<file path="config.mk">
export PLATFORM = sky130hd
export DESIGN_NAME = key_schedule_ctrl_flat
export DESIGN_NICKNAME = d
export VERILOG_FILES = /design/src/rtl/key_schedule_ctrl_if.sv /design/src/rtl/key_schedule_ctrl.sv /design/src/flat_wrapper.sv
export SDC_FILE = /design/constraint.sdc
export NUM_CORES = 1
export LEC_CHECK = 0
export ABC_AREA = 0
export CORE_UTILIZATION = 45
export CTS_CLUSTER_DIAMETER = 30
export DETAILED_ROUTE_END_ITERATION = 8
export PLACE_DENSITY_LB_ADDON = 0.15
export SETUP_SLACK_MARGIN = 0.4
export SLEW_MARGIN = 15
export SYNTH_ARGS = -nofsm -noshare
export SYNTH_HDL_FRONTEND = slang
export SYNTH_SLANG_ARGS = --single-unit
</file>
<file path="constraint.sdc">
create_clock -name clk -period 2.7 [get_ports clk]
set_input_delay 0.54 -clock clk [delete_from_list [all_inputs] [get_ports clk]]
set_output_delay 0.54 -clock clk [all_outputs]
set_load 0.01 [all_outputs]
</file>
<file path="src/rtl/key_schedule_ctrl_if.sv">
// Host, external S-box and round-key storage signals of the AES-128 key schedule controller.
// The controller connects through the slave modport; the host/storage side uses master.
interface key_schedule_ctrl_if;
    logic         start;
    logic [127:0] cipher_key;
    logic         busy;
    logic         done;
    logic         keys_valid;
    logic [31:0]  sbox_in;
    logic [31:0]  sbox_out;
    logic         WR_EN;
    logic [3:0]   index;
    logic [1:0]   blk_no;
    logic [31:0]  word;

    modport master (
        output start, cipher_key, sbox_out,
        input  busy, done, keys_valid, sbox_in, WR_EN, index, blk_no, word
    );

    modport slave (
        input  start, cipher_key, sbox_out,
        output busy, done, keys_valid, sbox_in, WR_EN, index, blk_no, word
    );
endinterface

</file>
<file path="src/rtl/key_schedule_ctrl.sv">
// AES-128 key expansion: writes round keys 1..10 (one word per cycle), done pulse 41 cycles after start.
// No backpressure: storage must accept every write; start is ignored while busy.
module key_schedule_ctrl (
    input  logic              clk,
    input  logic              reset_n,
    key_schedule_ctrl_if.slave bus
);
    typedef enum logic [1:0] {IDLE, RUN, DONE} state_t;

    state_t            state;
    logic [3:0][31:0]  w;
    logic [3:0]        r;
    logic [1:0]        j;
    logic [31:0]       t;
    logic [31:0]       nxt_word;
    logic              busy_q;
    logic              done_q;
    logic              kv_q;

    function automatic logic [7:0] rcon(input logic [3:0] rnd);
        case (rnd)
            4'd1:    rcon = 8'h01;
            4'd2:    rcon = 8'h02;
            4'd3:    rcon = 8'h04;
            4'd4:    rcon = 8'h08;
            4'd5:    rcon = 8'h10;
            4'd6:    rcon = 8'h20;
            4'd7:    rcon = 8'h40;
            4'd8:    rcon = 8'h80;
            4'd9:    rcon = 8'h1b;
            4'd10:   rcon = 8'h36;
            default: rcon = 8'h00;
        endcase
    endfunction

    // S-box lookup is combinational outside the block, so the written word is too.
    assign bus.sbox_in = {w[3][23:0], w[3][31:24]};
    assign t           = (j == 2'd0) ? (bus.sbox_out ^ {rcon(r), 24'h0}) : w[3];
    assign nxt_word    = w[0] ^ t;

    assign bus.WR_EN      = (state == RUN);
    assign bus.index      = (state == RUN) ? r        : 4'd0;
    assign bus.blk_no     = (state == RUN) ? j        : 2'd0;
    assign bus.word       = (state == RUN) ? nxt_word : 32'd0;
    assign bus.busy       = busy_q;
    assign bus.done       = done_q;
    assign bus.keys_valid = kv_q;

    always_ff @(posedge clk or negedge reset_n) begin
        if (!reset_n) begin
            state  <= IDLE;
            w      <= '0;
            r      <= 4'd1;
            j      <= 2'd0;
            busy_q <= 1'b0;
            done_q <= 1'b0;
            kv_q   <= 1'b0;
        end else begin
            case (state)
                IDLE: begin
                    done_q <= 1'b0;
                    if (bus.start) begin
                        w[0]   <= bus.cipher_key[127:96];
                        w[1]   <= bus.cipher_key[95:64];
                        w[2]   <= bus.cipher_key[63:32];
                        w[3]   <= bus.cipher_key[31:0];
                        r      <= 4'd1;
                        j      <= 2'd0;
                        kv_q   <= 1'b0;
                        busy_q <= 1'b1;
                        state  <= RUN;
                    end
                end
                RUN: begin
                    w[0] <= w[1];
                    w[1] <= w[2];
                    w[2] <= w[3];
                    w[3] <= nxt_word;
                    j    <= j + 2'd1;
                    if (j == 2'd3) begin
                        if (r == 4'd10) begin
                            r      <= 4'd1;
                            done_q <= 1'b1;
                            kv_q   <= 1'b1;
                            state  <= DONE;
                        end else begin
                            r <= r + 4'd1;
                        end
                    end
                end
                DONE: begin
                    done_q <= 1'b0;
                    busy_q <= 1'b0;
                    state  <= IDLE;
                end
                default: state <= IDLE;
            endcase
        end
    end
endmodule

</file>
<file path="src/flat_wrapper.sv">
// flat-port wrapper written by rule: the top's interface ports become plain ports
module key_schedule_ctrl_flat 
  (clk, reset_n, bus_start, bus_cipher_key, bus_sbox_out, bus_busy, bus_done, bus_keys_valid, bus_sbox_in, bus_WR_EN, bus_index, bus_blk_no, bus_word);
  key_schedule_ctrl_if bus_i ();
  input  logic clk;
  input  logic reset_n;
  input wire logic [$bits(bus_i.start)-1:0] bus_start;
  input wire logic [$bits(bus_i.cipher_key)-1:0] bus_cipher_key;
  input wire logic [$bits(bus_i.sbox_out)-1:0] bus_sbox_out;
  output wire logic [$bits(bus_i.busy)-1:0] bus_busy;
  output wire logic [$bits(bus_i.done)-1:0] bus_done;
  output wire logic [$bits(bus_i.keys_valid)-1:0] bus_keys_valid;
  output wire logic [$bits(bus_i.sbox_in)-1:0] bus_sbox_in;
  output wire logic [$bits(bus_i.WR_EN)-1:0] bus_WR_EN;
  output wire logic [$bits(bus_i.index)-1:0] bus_index;
  output wire logic [$bits(bus_i.blk_no)-1:0] bus_blk_no;
  output wire logic [$bits(bus_i.word)-1:0] bus_word;
  assign bus_i.start = bus_start;
  assign bus_i.cipher_key = bus_cipher_key;
  assign bus_i.sbox_out = bus_sbox_out;
  assign bus_busy = bus_i.busy;
  assign bus_done = bus_i.done;
  assign bus_keys_valid = bus_i.keys_valid;
  assign bus_sbox_in = bus_i.sbox_in;
  assign bus_WR_EN = bus_i.WR_EN;
  assign bus_index = bus_i.index;
  assign bus_blk_no = bus_i.blk_no;
  assign bus_word = bus_i.word;
  key_schedule_ctrl u_core (.clk(clk), .reset_n(reset_n), .bus(bus_i));
endmodule
</file>
==> impl_metrics.toml, run 1 <==
[clock_network]
clk_path_buf_depth = 2
cts.clk_slew.worst_paths_ns = 0.06
cts.sinks = 139
cts_tree = "built"
htreeDepth = 4
tritoncts.num_buffers = 17
worstSkewPairLatency_ns = 0.42
root_buffer = "clkbuf_16"
ctsHoldBuffers = 0

[sta]
worst_slew_pin_slew_ns = 0.621
setup_viol = 2
holdWs_ns = 0.123
finClkSkew_ns = 0.0188
fin_setup_tns_ns = -0.0819
fmax_mhz = 363
finalMaxSlewViolations = 0
setup_ws_ns = -0.0551
layout_min_cycle_time_ns = 2.76
period_share_pct = 102
grt_setup_unrepaired = "true"
hold_violations = 0
max_slew_margin_pct = 58.6

[global_routing]
grt_pass1_vias = 6916
groute.usage.overall_pct = 25.7
grt_pass1_wl_mm = 35.7
antenna_found_initial = 1
grt_max_degree = 88
grt.overflow.total = 0

[power]
p_per_area_mw_per_mm2 = 1290
power_mw = 14.8
clkPwrFrac_pct = 16.1
p_switching_mw = 5.65
swShare_pct = 38.1
ir_worst_vdd_uv = 749
p_leak_nw = 4.91
internal-power_mw = 9.18
seq_power_share_pct = 27.9
p_comb_share_pct = 56.0

[place]
placed_cell_area_mm2 = 0.0102
gp_congestion = 0.839
dp_hpwl_mm = 14.4
dp_cells = 1294
io_buffers = 236
pre_cts_ws_ns = -0.127

[layout]
fin_area_mm2 = 0.0115
post-route-util_pct = 68.7
area_growth_pct = 48.4
fillers = 1355
multi_input_area_mm2 = 0.00397
seqCellArea_mm2 = 0.00348
final_common_cell = "nand2_1"
final_cell_mix = "nand2_1, clkdlybuf4s50_1, nor2_1, dfrtp_1, a31oi_1"
finalNetCount = 1310
drive_gt1_share_pct = 18.1
layout.cells.non_filler = 1370

[yosys]
ys_types = 48
synth_area_mm2 = 0.00773
yosysSeqAreaShare_pct = 45.0
syn-num-nets = 1065
synth-edff-count = 0
yosys_warnings = 0
avgSynthCellArea_um2 = 8.66
ys_async_sr_fraction_pct = 100
synth_flop_cell = "dfrtp_1"
yosys_register_bits = 139
netlist_instances = 893

[routing]
routed_wl_mm = 22.5
dr.first_iter.drc_count = 446
routedWlPerCell_um = 16.4
detail_route.vias_per_cell = 5.19
firstDrtPassIters = 5
drc = 0
num_vias = 7107
ant_nets = 0

[hold_path]
hold_path.class = "in -> async"

[floorplan]
chipWidth_um = 133
io_pins = 237
dieArea_mm2 = 0.0177
core_area_mm2 = 0.0167
num_rows = 47
start_util_pct = 46.3
die_h_um = 133

[worst_setup_path]
reg2regPathDepth = 12
r2r_start = "u_core.r[0]"
critPathMaxFanout = 2
r2r_end = "u_core.bus.sbox_in[1]"
cp_data_arrival_time_ns = 2.22
cp-start-kind = "flip-flop"
worstPathRequired_ns = 2.16
end_kind = "output port"
rrSetupSlack_ns = 0.42
crit_type = "reg -> out"

[status]
failed_checks = "negative setup slack"
status = "finished with violations"

[run]
drv_cap = 0
-- registers in the layout, summed over array words and instances, names as in the netlist --
signal                 cells
u_core.bus.keys_valid      1
u_core.w                  96
u_core.r                   4
u_core.state               2
u_core.bus.sbox_in        32
u_core.j                   2
u_core.bus.busy            1
u_core.bus.done            1
-- final cells by class --
type / instances / area share, %
Timing Repair Buffer: 324 / 27.2
Clock buffer: 23 / 4.16
Antenna cell: 1 / 0.0218
Inverter: 9 / 0.360
Clock inverter: 7 / 1.00
Tap cell: 220 / 2.40
Sequential cell: 139 / 30.3
Multi-Input combinational cell: 647 / 34.6
-- cell usage after synthesis, types with 3 or more instances --
cell	instances	area [µm²]
nand2_1	206	773
nor2_1	140	526
dfrtp_1	138	3450
a31oi_1	99	619
mux2i_1	52	521
buf_2	43	215
buf_4	40	300
xor2_1	30	263
o21bai_1	24	180
clkbuf_1	11	41.3
a21oi_1	9	45.0
ha_1	9	113
inv_1	9	33.8
xnor2_1	9	78.8
nor3_1	8	40.0
o21ai_0	7	35.0
nand3_1	5	25.0
nand2b_1	4	25.0
nand3b_1	4	30.0
and3_1	3	18.8
o22ai_1	3	18.8
o31a_1	3	26.3
o31ai_1	3	22.5
-- worst max path at each step --
stage / end / slack (ns) / depth (start not counted) / from
after floorplan: bus_word[25] / 0.51 / 7 / u_core.r[0]
after global placement: bus_word[26] / -0.05 / 6 / bus_sbox_out[26]
after detailed placement: bus_word[26] / -0.13 / 6 / bus_sbox_out[26]
after CTS: bus_word[30] / -0.003 / 9 / u_core.r[0]
after global routing: bus_word[26] / -0.13 / 8 / u_core.r[0]
final: bus_word[26] / -0.06 / 8 / u_core.r[0]
-- cell families after synthesis --
family | Yosys count | synth area share (%)
AND/OR/NAND/NOR | 381 | 19.9
multiplexers | 54 | 7.02
adder cells (fa/ha/maj) | 9 | 1.46
XOR/XNOR | 41 | 4.84
flip-flops | 139 | 45.0
buffers and inverters | 107 | 8.02
AO/OA/AOI/OAI | 162 | 13.8
-- worst max-delay path, stage by stage (launching register included) --
cell and delay (ns):
dfstp_2 0.56, buf_6 0.11, ha_4 0.14, ha_2 0.19
nand2b_4 0.05, a2bb2oi_1 0.15, and3b_2 0.24, nor3_2 0.18
buf_2 0.16
-- layer usage --
| layer | vias to the layer above | routed length [µm] | global-route usage [%] |
|---|---|---|---|
| met5 | - | 0 | 0 |
| met4 | 0 | 501 | 8.02 |
| met3 | 30 | 1460 | 5.94 |
| met2 | 236 | 10500 | 41.3 |
| met1 | 3368 | 10100 | 34.4 |
| li1 | 3473 | - | - |
-- power by group through the flow --
stage	sequential, mW	combinational, mW	clock (mW)
floorplan	3.80	4.69	0
global placement	4.06	7.10	0
detailed placement	4.07	7.22	0
CTS	4.07	7.79	2.42
global route	4.28	9.08	2.52
finish	4.13	8.31	2.39
-- timing repair --
| action | CTS | global route |
|---|---|---|
| gates cloned | 3 | 0 |
| setup endpoints to repair | 36 | 32 |
| buffers inserted | 32 | 10 |
| pin swaps | 51 | 31 |
| gates resized for setup | 197 | 35 |
No activity file was read; power rests on OpenSTA's default activity.
==> run 2, diff against run 1 <==
SKIP_LAST_GASP = 1   (was unset)
==> impl_metrics.toml, run 2 (same netlist as run 1, synthesis figures left out) <==
[status]
status = "finished with violations"
failed_checks = "negative setup slack"

[floorplan]
dieArea_mm2 = 0.0177
die_h_um = 133
core_area_mm2 = 0.0167
io_pins = 237
chipWidth_um = 133
start_util_pct = 46.3
num_rows = 47

[sta]
period_share_pct = 103
fmax_mhz = 359
setup_viol = 3
layout_min_cycle_time_ns = 2.79
hold_violations = 0
worst_slew_pin_slew_ns = 0.635
finClkSkew_ns = 0.0195
grt_setup_unrepaired = "true"
holdWs_ns = 0.119
finalMaxSlewViolations = 0
setup_ws_ns = -0.0892
max_slew_margin_pct = 57.6

[place]
gp_congestion = 0.839
dp_hpwl_mm = 14.4
io_buffers = 236

[layout]
multi_input_area_mm2 = 0.00396
drive_gt1_share_pct = 17.6
area_growth_pct = 48.5
fillers = 1352
post-route-util_pct = 68.8
final_common_cell = "nand2_1"
final_cell_mix = "nand2_1, clkdlybuf4s50_1, nor2_1, dfrtp_1, a31oi_1"
largest_reg_flops = 96
seqCellArea_mm2 = 0.00348
finalNetCount = 1311
regMostFlops = "u_core.w"

[worst_setup_path]
cp_data_arrival_time_ns = 2.25
crit_slowest_cell = "dfrtp_1"
cpPeakStageDelay_ns = 0.42
worstPathRequired_ns = 2.16
path_delay_family = "simple AND/OR/NAND/NOR gates"
startpoint = "u_core.r[1]"
crit_type = "reg -> out"
end_kind = "output port"
r2r_start = "u_core.r[0]"
worstPathCellList = "buf_6 -> ha_4 -> ha_1 -> nand2b_1 -> o2111ai_1 -> o31a_1 -> and3b_1 -> nor3_2 -> buf_2"
cp-start-kind = "flip-flop"
path_buf_inv = 2
critPathMaxFanout = 3

[clock_network]
htreeDepth = 4
worstSkewPairLatency_ns = 0.42
root_buffer = "clkbuf_16"
cts.sinks = 139
tritoncts.num_buffers = 17
cts_tree = "built"
cts.clk_slew.worst_paths_ns = 0.06
clk_path_buf_depth = 2
ctsHoldBuffers = 0

[power]
ir_worst_vdd_uv = 764
p_per_area_mw_per_mm2 = 1290
p_leak_nw = 4.94

[hold_path]
hold_path.class = "in -> async"

[run]
drv_cap = 0

[routing]
routedWlPerCell_um = 16.6
firstDrtPassIters = 5
detail_route.vias_per_cell = 5.20
drc = 0
routed_wl_mm = 22.8
dr.first_iter.drc_count = 500
num_vias = 7127
ant_nets = 0

[global_routing]
grt.overflow.total = 0
grt_max_degree = 88
grt_pass1_wl_mm = 35.8
antenna_found_initial = 1
grt_pass1_vias = 6930
groute.usage.overall_pct = 25.7
==> run 2: changes by cell type in the layout (fill, tap and decap cells not counted), moves of 2 or more <==
| cell | previous run | this run |
|---|---|---|
| mux2i_2 | 9 | 7 |
| dlymetal6s2s_1 | 0 | 3 |
| mux2i_1 | 34 | 36 |
| dlygate4sd2_1 | 6 | 4 |
| buf_4 | 60 | 62 |
==> run 2: layer usage <==
metal / vias to the layer above / part of all wire [%] / track usage (%)
li1: 3479 / - / -
met1: 3364 / 44 / 34.2
met2: 249 / 47 / 41.4
met3: 35 / 7.1 / 6.09
met4: 0 / 1.9 / 8.59
met5: - / 0 / 0
==> run 2: worst paths after layout <==
check	endpoint	slack, ns	cells after the start
worst max register to register	u_core.bus.sbox_in[1]	0.36	12
worst max-delay path	bus_word[26]	-0.09	9
worst min register to register	u_core.bus.done	0.48	1
worst min-delay path	u_core.w[86]	0.12	1
max in group asynchronous	u_core.w[75]	1.82	2
min in group clk	u_core.bus.done	0.48	1
==> run 2: area by class of cell <==
| class | instances | share of cell area, % |
|---|---|---|
| Inverter | 9 | 0.359 |
| Sequential cell | 139 | 30.3 |
| Multi-Input combinational cell | 647 | 34.5 |
| Clock inverter | 7 | 1.00 |
| Clock buffer | 23 | 4.16 |
| Antenna cell | 1 | 0.0218 |
| Timing Repair Buffer | 325 | 27.3 |
| Tap cell | 220 | 2.40 |
==> run 2: what timing repair did <==
item / in CTS / in global routing
resized for setup: 182 / 41
setup buffers: 32 / 11
cloned: 3 / 0
pin swaps: 48 / 37
setup endpoints to repair: 36 / 35
==> run 2: power by group <==
part / switching (mW) / leakage, nW / total [mW] / internal [mW]
sequential: 0.933 / 1.61 / 4.13 / 3.20
combinational: 3.85 / 3.05 / 8.29 / 4.43
clock: 0.868 / 0.285 / 2.38 / 1.51
total: 5.65 / 4.94 / 14.8 / 9.15
==> run 2: worst register-to-register path, delay by kind of cell, from the launching register on <==
kind                       cells  cell delay (ns)
AOI/OAI and AO/OA              1             0.13
DFF                            1             0.56
and+or+nand+nor                2             0.28
muxes                          1             0.21
adders and majority gates      1             0.25
buffers and inverters          6             0.68
xor gates and xnor gates       1             0.16
==> run 2: stage by stage <==
| step | TNS (ns) | power (mW) | instances | cell area, µm² | setup WS, ns |
|---|---|---|---|---|---|
| 2_1_floorplan | 0 | 8.49 | 893 | 7730 | 0.512 |
| 3_3_place_gp | -0.105 | 11.2 | 1294 | 10200 | -0.0540 |
| 3_5_place_dp | -0.229 | 11.3 | 1294 | 10200 | -0.127 |
| 4_1_cts | -0.00376 | 14.2 | 1359 | 11200 | -0.00376 |
| 5_1_grt | -0.584 | 15.8 | 1371 | 11500 | -0.178 |
| 6_report | -0.173 | 14.8 | 1371 | 11500 | -0.0892 |
==> run 3, diff against run 2 <==
GPL_TIMING_DRIVEN = 0   (was unset)
==> impl_metrics.toml, run 3 (same netlist as run 1, synthesis figures left out) <==
[routing]
routedWlPerCell_um = 19.5
drc = 0
ant_nets = 0
dr.first_iter.drc_count = 718
firstDrtPassIters = 5
detail_route.vias_per_cell = 5.51
num_vias = 7939
routed_wl_mm = 28.0

[status]
status = "finished with violations"
failed_checks = "negative setup slack"

[global_routing]
grt.overflow.total = 0
grt_pass1_vias = 7765
antenna_found_initial = 0
grt_max_degree = 78
groute.usage.overall_pct = 31.3
grt_pass1_wl_mm = 42.1

[clock_network]
cts_tree = "built"
htreeDepth = 4
clk_path_buf_depth = 2
tritoncts.num_buffers = 17
root_buffer = "clkbuf_16"
cts.clk_slew.worst_paths_ns = 0.06
cts.sinks = 139
worstSkewPairLatency_ns = 0.43

[layout]
drive_gt1_share_pct = 23.3
finalNetCount = 1380
antenna_cells = 0
area_growth_pct = 53.8
fin_area_mm2 = 0.0119
largest_reg_flops = 96
final_cell_mix = "nand2_1, clkdlybuf4s50_1, nor2_1, dfrtp_1, a31oi_1"
regMostFlops = "u_core.w"
final_common_cell = "nand2_1"

[run]
drv_cap = 0

[sta]
finClkSkew_ns = 0.00770
grt_setup_unrepaired = "true"
fmax_mhz = 363
finalMaxSlewViolations = 0
fin_setup_tns_ns = -0.281
setup_viol = 9
hold_violations = 0
max_slew_margin_pct = 58.2
setup_ws_ns = -0.0586
worst_slew_pin_slew_ns = 0.628
layout_min_cycle_time_ns = 2.76
period_share_pct = 102

[power]
ir_worst_vdd_uv = 766
p_per_area_mw_per_mm2 = 1320
power_mw = 15.7
p_leak_nw = 5.21

[floorplan]
core_area_mm2 = 0.0167
chipWidth_um = 133
start_util_pct = 46.3
io_pins = 237
dieArea_mm2 = 0.0177
die_h_um = 133
num_rows = 47

[worst_setup_path]
crit_type = "reg -> out"
cp-start-kind = "flip-flop"
critPathMaxFanout = 4
cp_data_arrival_time_ns = 2.22
worstPathRequired_ns = 2.16
end_kind = "output port"

[place]
placed_cell_area_mm2 = 0.0104
gp_congestion = 0.873
dp_hpwl_mm = 18.2
io_buffers = 236

[hold_path]
hold_path.class = "in -> async"
-- run 3: report_power, final --
group	leakage [nW]	internal, mW	switching, mW	total, mW
Sequential	1.60	3.20	0.959	4.16
Combinational	3.30	4.80	4.30	9.10
Clock	0.298	1.52	0.934	2.45
-- run 3: final timing paths --
check	slack, ns	endpoint	cells after the start	from
max	-0.06	bus_word[25]	8	u_core.r[0]
min	0.04	u_core.bus.sbox_in[30]	1	reset_n
max reg2reg	0.49	u_core.bus.sbox_in[1]	11	u_core.r[0]
min reg2reg	0.49	u_core.bus.done	1	u_core.bus.done
max in group asynchronous	1.88	u_core.bus.sbox_in[11]	2	reset_n
min in group clk	0.49	u_core.bus.done	1	u_core.bus.done
-- run 3: layout make-up --
class                   instances  area, µm²
repair buffers                296       2810
clock buffers                  20        467
clock inverters                11        143
multi-input cells             647       3980
fillers                      1307       4810
well taps                     220        275
inverters                       9       38.8
flip-flops and latches        139       3480
plain buffers                  98        697
-- run 3: per-stage QoR --
| stage | hold WS, ns | setup slack [ns] | cells | util [%] |
|---|---|---|---|---|
| 3_3_place_gp | 0.463 | -4.80 | 1349 | 62.1 |
| 2_1_floorplan | 0.244 | 0.512 | 893 | - |
| 6_report | 0.0351 | -0.0586 | 1440 | 71.2 |
| 3_5_place_dp | 0.481 | -0.177 | 1350 | 62.3 |
| 4_1_cts | 0.0614 | -0.0159 | 1422 | 69.3 |
| 5_1_grt | 0.0736 | -0.149 | 1440 | 71.2 |
-- run 3: layer usage --
| layer | vias up | wire length [µm] | track usage, % |
|---|---|---|---|
| met5 | - | 0 | 0 |
| met4 | 0 | 824 | 12.1 |
| met3 | 71 | 2320 | 6.70 |
| met2 | 426 | 13300 | 51.1 |
| met1 | 3832 | 11500 | 40.9 |
| li1 | 3610 | - | - |
-- run 3: repair_timing --
item	4_1_cts	5_1_grt
gates cloned	4	0
hold buffers	0	0
resized for setup	233	37
setup endpoints to repair	39	34
setup buffers	37	18
pin swaps	39	28
-- run 3: critical path, cell delays in order (launching register included) --
cell and delay, ns:
dfstp_2 0.60, inv_4 0.07, ha_4 0.30, mux2i_4 0.09
and3_4 0.18, nor3_2 0.13, xor2_1 0.22, nor2_1 0.06
buf_2 0.14
